## config.mk

```make
export PLATFORM = sky130hd
export DESIGN_NAME = alu_muldiv_seq
export DESIGN_NICKNAME = d
export VERILOG_FILES = /design/src/rtl/alu_pkg.sv /design/src/rtl/muldiv_iter.sv /design/src/rtl/alu_muldiv_seq.sv
export SDC_FILE = /design/constraint.sdc
export NUM_CORES = 1
export LEC_CHECK = 0
export ABC_CLOCK_PERIOD_IN_PS = 3900
export CAP_MARGIN = 20
export CORE_MARGIN = 2
export CORE_UTILIZATION = 64
export DETAILED_ROUTE_END_ITERATION = 10
export GPL_TIMING_DRIVEN = 0
export PLACE_DENSITY_LB_ADDON = 0.08
export SLEW_MARGIN = 0
export SYNTH_ARGS = -nofsm -noshare
export SYNTH_HDL_FRONTEND = slang
export SYNTH_HIERARCHICAL = 1
export SYNTH_SLANG_ARGS = --single-unit
export TNS_END_PERCENT = 50
```

## constraint.sdc

```tcl
create_clock -name clk -period 3.9 [get_ports clk]
set_input_delay 0.975 -clock clk [delete_from_list [all_inputs] [get_ports clk]]
set_output_delay 0.975 -clock clk [all_outputs]
set_load 0.03 [all_outputs]
```

## src/rtl/alu_pkg.sv

```systemverilog
// Shared types for the sequential ALU: opcode and state encodings, FIX-stage control, op classifiers.
package alu_pkg;

    typedef enum logic [4:0] {
        OP_ADD    = 5'h00,
        OP_SUB    = 5'h01,
        OP_AND    = 5'h02,
        OP_OR     = 5'h03,
        OP_XOR    = 5'h04,
        OP_SLL    = 5'h05,
        OP_SRL    = 5'h06,
        OP_SRA    = 5'h07,
        OP_SLT    = 5'h08,
        OP_SLTU   = 5'h09,
        OP_MUL    = 5'h0A,
        OP_MULH   = 5'h0B,
        OP_MULHSU = 5'h0C,
        OP_MULHU  = 5'h0D,
        OP_DIV    = 5'h0E,
        OP_DIVU   = 5'h0F,
        OP_REM    = 5'h10,
        OP_REMU   = 5'h11
    } alu_op_e;

    typedef enum logic [1:0] {
        S_IDLE,
        S_ITER,
        S_FIX,
        S_DONE
    } alu_state_e;

    // Captured at accept; tells FIX how to sign-correct and which half to keep.
    typedef struct packed {
        logic div_op;
        logic sel_hi;
        logic neg_main;
        logic neg_rem;
    } fix_ctl_t;

    function automatic logic is_iterative(input logic [4:0] op);
        return (op >= 5'h0A) && (op <= 5'h11);
    endfunction

    function automatic logic is_div(input logic [4:0] op);
        return (op >= 5'h0E) && (op <= 5'h11);
    endfunction

endpackage

```

## src/rtl/muldiv_iter.sv

```systemverilog
// Radix-2 iterative datapath shared by multiply (shift-add) and divide (restoring).
// hi/lo form one 2*W shift register: product on multiply, remainder/quotient on divide.
module muldiv_iter #(
    parameter int unsigned DATA_WIDTH = 32,
    parameter int unsigned CNT_W      = $clog2(DATA_WIDTH) + 1
) (
    input  logic                  clk,
    input  logic                  rst_n,
    input  logic                  clear,
    input  logic                  load,
    input  logic                  step,
    input  logic                  div_mode,
    input  logic [DATA_WIDTH-1:0] op_a,
    input  logic [DATA_WIDTH-1:0] op_b,
    output logic [DATA_WIDTH-1:0] hi,
    output logic [DATA_WIDTH-1:0] lo,
    output logic                  last_c
);

    localparam int unsigned W = DATA_WIDTH;

    logic [W-1:0]     hi_q, hi_d;
    logic [W-1:0]     lo_q, lo_d;
    logic [W-1:0]     b_q, b_d;
    logic [CNT_W-1:0] cnt_q, cnt_d;

    logic [W:0]       sum_c;
    logic [W:0]       rem_part_c;
    logic             fits_c;

    always_comb begin
        hi_d  = hi_q;
        lo_d  = lo_q;
        b_d   = b_q;
        cnt_d = cnt_q;

        sum_c      = {1'b0, hi_q} + (lo_q[0] ? {1'b0, b_q} : '0);
        rem_part_c = {hi_q, lo_q[W-1]};
        fits_c     = (rem_part_c >= {1'b0, b_q});

        if (clear) begin
            hi_d  = '0;
            lo_d  = '0;
            b_d   = '0;
            cnt_d = '0;
        end else if (load) begin
            hi_d  = '0;
            lo_d  = op_a;
            b_d   = op_b;
            cnt_d = '0;
        end else if (step) begin
            cnt_d = cnt_q + CNT_W'(1);
            if (div_mode) begin
                // A fitting trial always leaves a remainder below the divisor, so W bits suffice.
                hi_d = fits_c ? (rem_part_c[W-1:0] - b_q) : rem_part_c[W-1:0];
                lo_d = {lo_q[W-2:0], fits_c};
            end else begin
                {hi_d, lo_d} = {sum_c, lo_q[W-1:1]};
            end
        end
    end

    always_ff @(posedge clk or negedge rst_n) begin
        if (!rst_n) begin
            hi_q  <= '0;
            lo_q  <= '0;
            b_q   <= '0;
            cnt_q <= '0;
        end else begin
            hi_q  <= hi_d;
            lo_q  <= lo_d;
            b_q   <= b_d;
            cnt_q <= cnt_d;
        end
    end

    assign hi     = hi_q;
    assign lo     = lo_q;
    assign last_c = (cnt_q == CNT_W'(W - 1));

endmodule

```

## src/rtl/alu_muldiv_seq.sv

```systemverilog
// Execute-stage ALU: single-cycle integer ops plus iterative RV32M multiply/divide
// behind a start/busy/done handshake.
module alu_muldiv_seq
    import alu_pkg::*;
#(
    parameter int unsigned DATA_WIDTH = 32,
    parameter int unsigned SHAMT_W    = $clog2(DATA_WIDTH),
    parameter int unsigned CNT_W      = $clog2(DATA_WIDTH) + 1
) (
    input  logic                  clk,
    input  logic                  rst_n,
    input  logic                  start,
    input  logic                  flush,
    input  logic [4:0]            ALUControl,
    input  logic [DATA_WIDTH-1:0] ALUop1,
    input  logic [DATA_WIDTH-1:0] ALUop2,
    output logic [DATA_WIDTH-1:0] ALUout,
    output logic                  EQ,
    output logic                  busy,
    output logic                  done
);

    localparam int unsigned W       = DATA_WIDTH;
    localparam logic [W-1:0] MIN_VAL = {1'b1, {(W-1){1'b0}}};

    alu_state_e     state_q, state_d;
    logic [W-1:0]   alu_out_q, alu_out_d;
    logic           eq_q, eq_d;
    logic           busy_q, busy_d;
    logic           done_q, done_d;
    fix_ctl_t       ctl_q, ctl_d;

    alu_op_e        op_c;
    logic [W-1:0]   simple_c;
    logic [W-1:0]   fast_c;
    logic           div_zero_c, div_ovf_c, fast_path_c;
    logic           sign_a_c, sign_b_c;
    logic [W-1:0]   abs_a_c, abs_b_c;
    fix_ctl_t       ctl_new_c;
    logic [2*W-1:0] prod_c;
    logic [W-1:0]   quo_c, rem_c, fix_c;
    logic           load_c, step_c;

    logic [W-1:0]   md_hi, md_lo;
    logic           md_last_c;

    assign op_c = alu_op_e'(ALUControl);

    // Single-cycle ops; undefined opcodes yield zero.
    always_comb begin
        simple_c = '0;
        case (op_c)
            OP_ADD:  simple_c = ALUop1 + ALUop2;
            OP_SUB:  simple_c = ALUop1 - ALUop2;
            OP_AND:  simple_c = ALUop1 & ALUop2;
            OP_OR:   simple_c = ALUop1 | ALUop2;
            OP_XOR:  simple_c = ALUop1 ^ ALUop2;
            OP_SLL:  simple_c = ALUop1 << ALUop2[SHAMT_W-1:0];
            OP_SRL:  simple_c = ALUop1 >> ALUop2[SHAMT_W-1:0];
            OP_SRA:  simple_c = $unsigned($signed(ALUop1) >>> ALUop2[SHAMT_W-1:0]);
            OP_SLT:  simple_c = {{(W-1){1'b0}}, ($signed(ALUop1) < $signed(ALUop2))};
            OP_SLTU: simple_c = {{(W-1){1'b0}}, (ALUop1 < ALUop2)};
            default: simple_c = '0;
        endcase
    end

    // Divide corner cases resolved without iterating.
    always_comb begin
        div_zero_c  = (ALUop2 == '0);
        div_ovf_c   = ((op_c == OP_DIV) || (op_c == OP_REM)) &&
                      (ALUop1 == MIN_VAL) && (ALUop2 == '1);
        fast_path_c = is_div(ALUControl) && (div_zero_c || div_ovf_c);
        case (op_c)
            OP_DIV, OP_DIVU: fast_c = div_zero_c ? '1 : MIN_VAL;
            OP_REM, OP_REMU: fast_c = div_zero_c ? ALUop1 : '0;
            default:         fast_c = '0;
        endcase
    end

    // Operand magnitudes and result-sign flags; MUL low half is sign-agnostic so it runs unsigned.
    always_comb begin
        sign_a_c = ALUop1[W-1] && (op_c inside {OP_MULH, OP_MULHSU, OP_DIV, OP_REM});
        sign_b_c = ALUop2[W-1] && (op_c inside {OP_MULH, OP_DIV, OP_REM});
        abs_a_c  = sign_a_c ? -ALUop1 : ALUop1;
        abs_b_c  = sign_b_c ? -ALUop2 : ALUop2;
        ctl_new_c.div_op   = is_div(ALUControl);
        ctl_new_c.sel_hi   = op_c inside {OP_MULH, OP_MULHSU, OP_MULHU, OP_REM, OP_REMU};
        ctl_new_c.neg_main = sign_a_c ^ sign_b_c;
        ctl_new_c.neg_rem  = sign_a_c;
    end

    // FIX stage: sign correction and half/quotient/remainder select.
    always_comb begin
        prod_c = ctl_q.neg_main ? -{md_hi, md_lo} : {md_hi, md_lo};
        quo_c  = ctl_q.neg_main ? -md_lo : md_lo;
        rem_c  = ctl_q.neg_rem  ? -md_hi : md_hi;
        if (ctl_q.div_op) begin
            fix_c = ctl_q.sel_hi ? rem_c : quo_c;
        end else begin
            fix_c = ctl_q.sel_hi ? prod_c[2*W-1:W] : prod_c[W-1:0];
        end
    end

    always_comb begin
        state_d   = state_q;
        alu_out_d = alu_out_q;
        eq_d      = eq_q;
        ctl_d     = ctl_q;
        load_c    = 1'b0;
        step_c    = 1'b0;

        if (flush) begin
            state_d = S_IDLE;
        end else begin
            case (state_q)
                S_IDLE: begin
                    if (start) begin
                        if (is_iterative(ALUControl) && !fast_path_c) begin
                            state_d = S_ITER;
                            load_c  = 1'b1;
                            ctl_d   = ctl_new_c;
                        end else begin
                            state_d   = S_DONE;
                            alu_out_d = is_iterative(ALUControl) ? fast_c : simple_c;
                            eq_d      = (alu_out_d == '0);
                        end
                    end
                end
                S_ITER: begin
                    step_c = 1'b1;
                    if (md_last_c) begin
                        state_d = S_FIX;
                    end
                end
                S_FIX: begin
                    state_d   = S_DONE;
                    alu_out_d = fix_c;
                    eq_d      = (fix_c == '0);
                end
                S_DONE: begin
                    state_d = S_IDLE;
                end
                default: begin
                    state_d = S_IDLE;
                end
            endcase
        end

        busy_d = (state_d == S_ITER) || (state_d == S_FIX);
        done_d = (state_d == S_DONE);
    end

    always_ff @(posedge clk or negedge rst_n) begin
        if (!rst_n) begin
            state_q   <= S_IDLE;
            alu_out_q <= '0;
            eq_q      <= 1'b1;
            busy_q    <= 1'b0;
            done_q    <= 1'b0;
            ctl_q     <= '0;
        end else begin
            state_q   <= state_d;
            alu_out_q <= alu_out_d;
            eq_q      <= eq_d;
            busy_q    <= busy_d;
            done_q    <= done_d;
            ctl_q     <= ctl_d;
        end
    end

    muldiv_iter #(
        .DATA_WIDTH (W),
        .CNT_W      (CNT_W)
    ) u_iter (
        .clk      (clk),
        .rst_n    (rst_n),
        .clear    (flush),
        .load     (load_c),
        .step     (step_c),
        .div_mode (ctl_q.div_op),
        .op_a     (abs_a_c),
        .op_b     (abs_b_c),
        .hi       (md_hi),
        .lo       (md_lo),
        .last_c   (md_last_c)
    );

    assign ALUout = alu_out_q;
    assign EQ     = eq_q;
    assign busy   = busy_q;
    assign done   = done_q;

endmodule

```

==> out/qor.yml, run 1 <==
row_count: 72
synth_cells: 3405
syn_area_um2: 24800
haltStage: "global routing"
cts_buffer_depth: 2
ys_ff_latch: 143
grt_max_degree: 100
tool.error: "[ERROR GRT-0232] Routing congestion too high. Check the congestion heatmap in the GUI."
h-tree-depth: 4
synth_async_sr_flop_share_pct: 100
grt_overflow: 118
grt_use_total_pct: 76.8
synth_top_cell_by_area: "dfrtp_1"
status: "aborted with a tool error"
start_util_pct: 64.5
hpwl_um: 94800
die_y_um: 201
yosysUniqueCellTypes: 105
synth_edf_count: 0
dieWidth_um: 201
synth_common_cells: "388 x nor2_1, 329 x a21oi_1, 256 x nand2_1"
post-synth-top-count-cell: "nor2_1"
clockRootBuffer: "clkbuf_16"
cts_sinks: 143
synthTopCellsByArea: "dfrtp_1 14%, ha_1 8.6%, a21oi_1 6.6%, nor2_1 5.9%, mux2i_1 5.8%"
synth_warnings: 6
ys_seq_area_share_pct: 14.4
ioPinCount: 108
globalplace.congestion: 1.48
syn_nets: 3653
syn_area_per_cell_um2: 7.29
synth_flop_cell: "dfrtp_1"
synth_top_area_share_pct: 14.3
portBuffers: 107
cts_buffers: 17
[cells by family after synthesis]
logic type	Yosys count	synth area share, %
flip-flops	143	14.4
XOR/XNOR	195	6.88
adder cells (fa/ha/maj)	175	8.94
multiplexers	236	12.4
AND/OR/NAND/NOR	1150	22.5
buffers and inverters	414	6.57
AO/OA/AOI/OAI	1092	28.3
[layer usage]
layer / GRT overflow / track usage [%]
met1: 2 / 76.6
met2: 54 / 90.0
met3: 2 / 67.2
met4: 60 / 72.8
met5: 0 / 40.0
[per-stage QoR]
stage,instances,util [%],setup WS (ns),instance area (µm²),setup TNS [ns]
2_1_floorplan,3405,-,-0.175,25100,-1.40
3_3_place_gp,4030,69.7,-3.93,26800,-838.47
3_5_place_dp,4034,69.8,-2.83,26900,-286.50
4_1_cts,4111,75.2,-0.281,28900,-1.86
[timing repair]
| action | in CTS |
|---|---|
| endpoints found under the setup margin | 142 |
| setup buffers | 51 |
| pin swaps | 42 |
| resized for setup | 487 |
| hold buffers | 0 |
| cloned | 0 |
==> run 2, diff against run 1 <==
Settings changed: CORE_UTILIZATION 64 to 40, PLACE_DENSITY_LB_ADDON 0.08 to 0.15.
==> run 2 against run 1 <==
Effect of this change: the flow now finishes, with violations (negative setup slack); synthesized cell count unchanged; synthesized area unchanged.
==> out/qor.yml, run 2 <==
timing.fmax_ghz: 0.224
row_count: 91  # was 72
hold_buffers: 0  # unchanged
status: "finished with violations"  # was aborted with a tool error
insertion_delay_ns: 0.47
fin_ws_ns: -0.569
synth_top_area_share_pct: 14.3  # unchanged
synth_edf_count: 0  # unchanged
required_ns: 4.29
mostFrequentLayoutCell: "nor2_1"
synth_flop_cell: "dfrtp_1"  # unchanged
wl_per_cell_um: 34.7
grt_pass1_vias: 28900
synth_async_sr_flop_share_pct: 100  # unchanged
antenna_found_initial: 3
layout_common_cells: "372 x nor2_1, 296 x a21oi_1, 245 x nand2_1"
grt_max_degree: 93
drv_slew: 0
fin_nets: 3907
rsz0062_at_grt: "true"
die_area_um2: 64100
drt_iter0_drc: 4031
r2r-start: "u_iter/lo[19]$_DFFE_PN0P_"
h-tree-depth: 4  # unchanged
p_leak_nw: 12.7
critPathKind: "in -> reg"
drive_above_1_share_pct: 22.6
cts_tree: "built"
cts_buffers: 17  # unchanged
tightestPinTransition_ns: 1.12
ys_seq_area_share_pct: 14.4  # unchanged
synth_common_cells: "388 x nor2_1, 329 x a21oi_1, 256 x nand2_1"  # unchanged
portBuffers: 107  # unchanged
grt_use_total_pct: 47.3
setup_viol: 13
holdCritPathClass: "in -> async"
synth_top_cell_by_area: "dfrtp_1"  # unchanged
synth_cells: 3405  # unchanged
pre_cts_ws_ns: -3.15  # was -2.83 ns
period_minus_slack_ns: 4.47
seqCellArea_um2: 3590
rr_worst_depth: 13
hpwl_um: 119000  # was 94800 µm
grt_overflow: 0
finClkSkew_ns: 0.0181
coreArea_um2: 61500
area.growth.synth_to_final_pct: 27.1
ioPinCount: 108  # unchanged
globalplace.congestion: 1.14  # was 1.48
fin_setup_tns_ns: -2.01
synth_warnings: 6  # unchanged
start_util_pct: 40.4  # was 64.5%
dieWidth_um: 253  # was 201 µm
routed-via-count: 30800
yosysUniqueCellTypes: 105  # unchanged
die_y_um: 253  # was 201 µm
fillerInstances: 6115
finalCritPeriodShare_pct: 115
ys_ff_latch: 143  # unchanged
violations: "negative setup slack"
finalHoldViolations: 0
post-synth-top-count-cell: "nor2_1"  # unchanged
r2r_slack_ns: -0.18
cellPowerDensity_nw_per_um2: 335
clockRootBuffer: "clkbuf_16"  # unchanged
cts_sinks: 143  # unchanged
totalWireLength_um: 155000
cp_max_fo: 10
cts_buffer_depth: 2  # unchanged
viasPerCell: 6.91
peakVddDrop_mv: 0.236
grt_first_pass_wirelength_um: 216000
cp-end-kind: "flip-flop"
syn_area_per_cell_um2: 7.29  # unchanged
drtAntennaViolNets: 0
worstPathArrival_ns: 4.86
path_clk_slew_ns: 0.08
multi_input_area_um2: 21600
dr.pass1.iters: 6
worst_setup_path_start_kind: "input port"
syn_area_um2: 24800  # unchanged
r2r_end: "EQ$_DFFE_PN1P_"
syn_nets: 3653  # unchanged
drv_cap: 0
drc: 0
synthTopCellsByArea: "dfrtp_1 14%, ha_1 8.6%, a21oi_1 6.6%, nor2_1 5.9%, mux2i_1 5.8%"  # unchanged
relSlewSlack_pct: 25.1
[run 2: cell counts after synthesis]
Identical to the previous run, type by type.
[run 2: worst max-delay path by stage]
stage,cells past startpoint,endpoint,start
after floorplan,17,EQ$_DFFE_PN1P_,ALUop2[1]
after global placement,1,ALUout[1]$_DFFE_PN0P_,rst_n
after detailed placement,15,EQ$_DFFE_PN1P_,ALUop1[20]
after CTS,21,EQ$_DFFE_PN1P_,ALUop2[1]
after global routing,17,EQ$_DFFE_PN1P_,ALUop2[0]
final,15,EQ$_DFFE_PN1P_,ALUop2[0]
[run 2: routing by layer]
metal  global-route usage (%)  share of wire (%)
met5                        0                  0
met4                     39.3                 11
met3                     11.7                 11
met2                     71.5                 42
met1                     56.7                 36
[run 2: cell families (layout without fill, tap and decap cells)]
kind of cell / count (synthesis) / count (layout) / share of synthesized area [%]
simple gates: 1150 / 1150 / 22.5
compound gates: 1092 / 1092 / 28.3
buf+inv: 414 / 681 / 6.57
mux: 236 / 236 / 12.4
xor+xnor: 195 / 195 / 6.88
fa+ha+maj: 175 / 175 / 8.94
flops: 143 / 143 / 14.4
other cells: 0 / 4 / 0
[run 2: timing repair]
item,CTS,global route
endpoints found under the hold margin,0,0
endpoints found under the setup margin,142,102
setup buffers,96,42
pin swaps,79,71
gates resized for setup,805,234
[run 2: worst max-delay path, stage by stage]
cell,delay (ns)
buf_4,0.23
buf_12,0.18
buf_6,0.22
mux2_2,0.41
mux2i_2,0.29
mux2i_1,0.25
nand3_1,0.17
o2111ai_2,0.17
a211oi_2,0.41
o211ai_1,0.34
nor4_2,0.33
nand4_1,0.22
nor4_2,0.31
nand4b_1,0.16
o211ai_2,0.18
[run 2: area by class of cell]
class	count	area share (%)
Clock inverter	15	0.591
Multi-Input combinational cell	2848	68.5
Sequential cell	143	11.4
Clock buffer	17	1.35
Antenna cell	4	0.0317
Inverter	156	2.24
Timing Repair Buffer	245	6.69
Buffer	248	6.03
Tap cell	790	3.13
[run 2: where the power goes]
group          switching, mW  internal, mW  total (mW)  leakage [nW]
logic                   4.43          2.52        6.95          10.5
registers              0.246          1.64        1.89          1.92
clock network          0.845         0.876        1.72         0.300
[run 2: per-stage QoR]
step / utilization, % / total power [mW] / area [µm²] / hold slack, ns / std cells
finish: 51.3 / 10.6 / 31600 / 0.469 / 4466
floorplan: - / 5.73 / 25100 / 0.500 / 3405
CTS: 49.7 / 10.1 / 30600 / 0.468 / 4425
global placement: 44.1 / 7.96 / 27100 / 0.463 / 4302
global route: 51.3 / 10.9 / 31500 / 0.492 / 4462
detailed placement: 44.2 / 7.92 / 27200 / 0.469 / 4305
(Power assumes the default switching activity.)
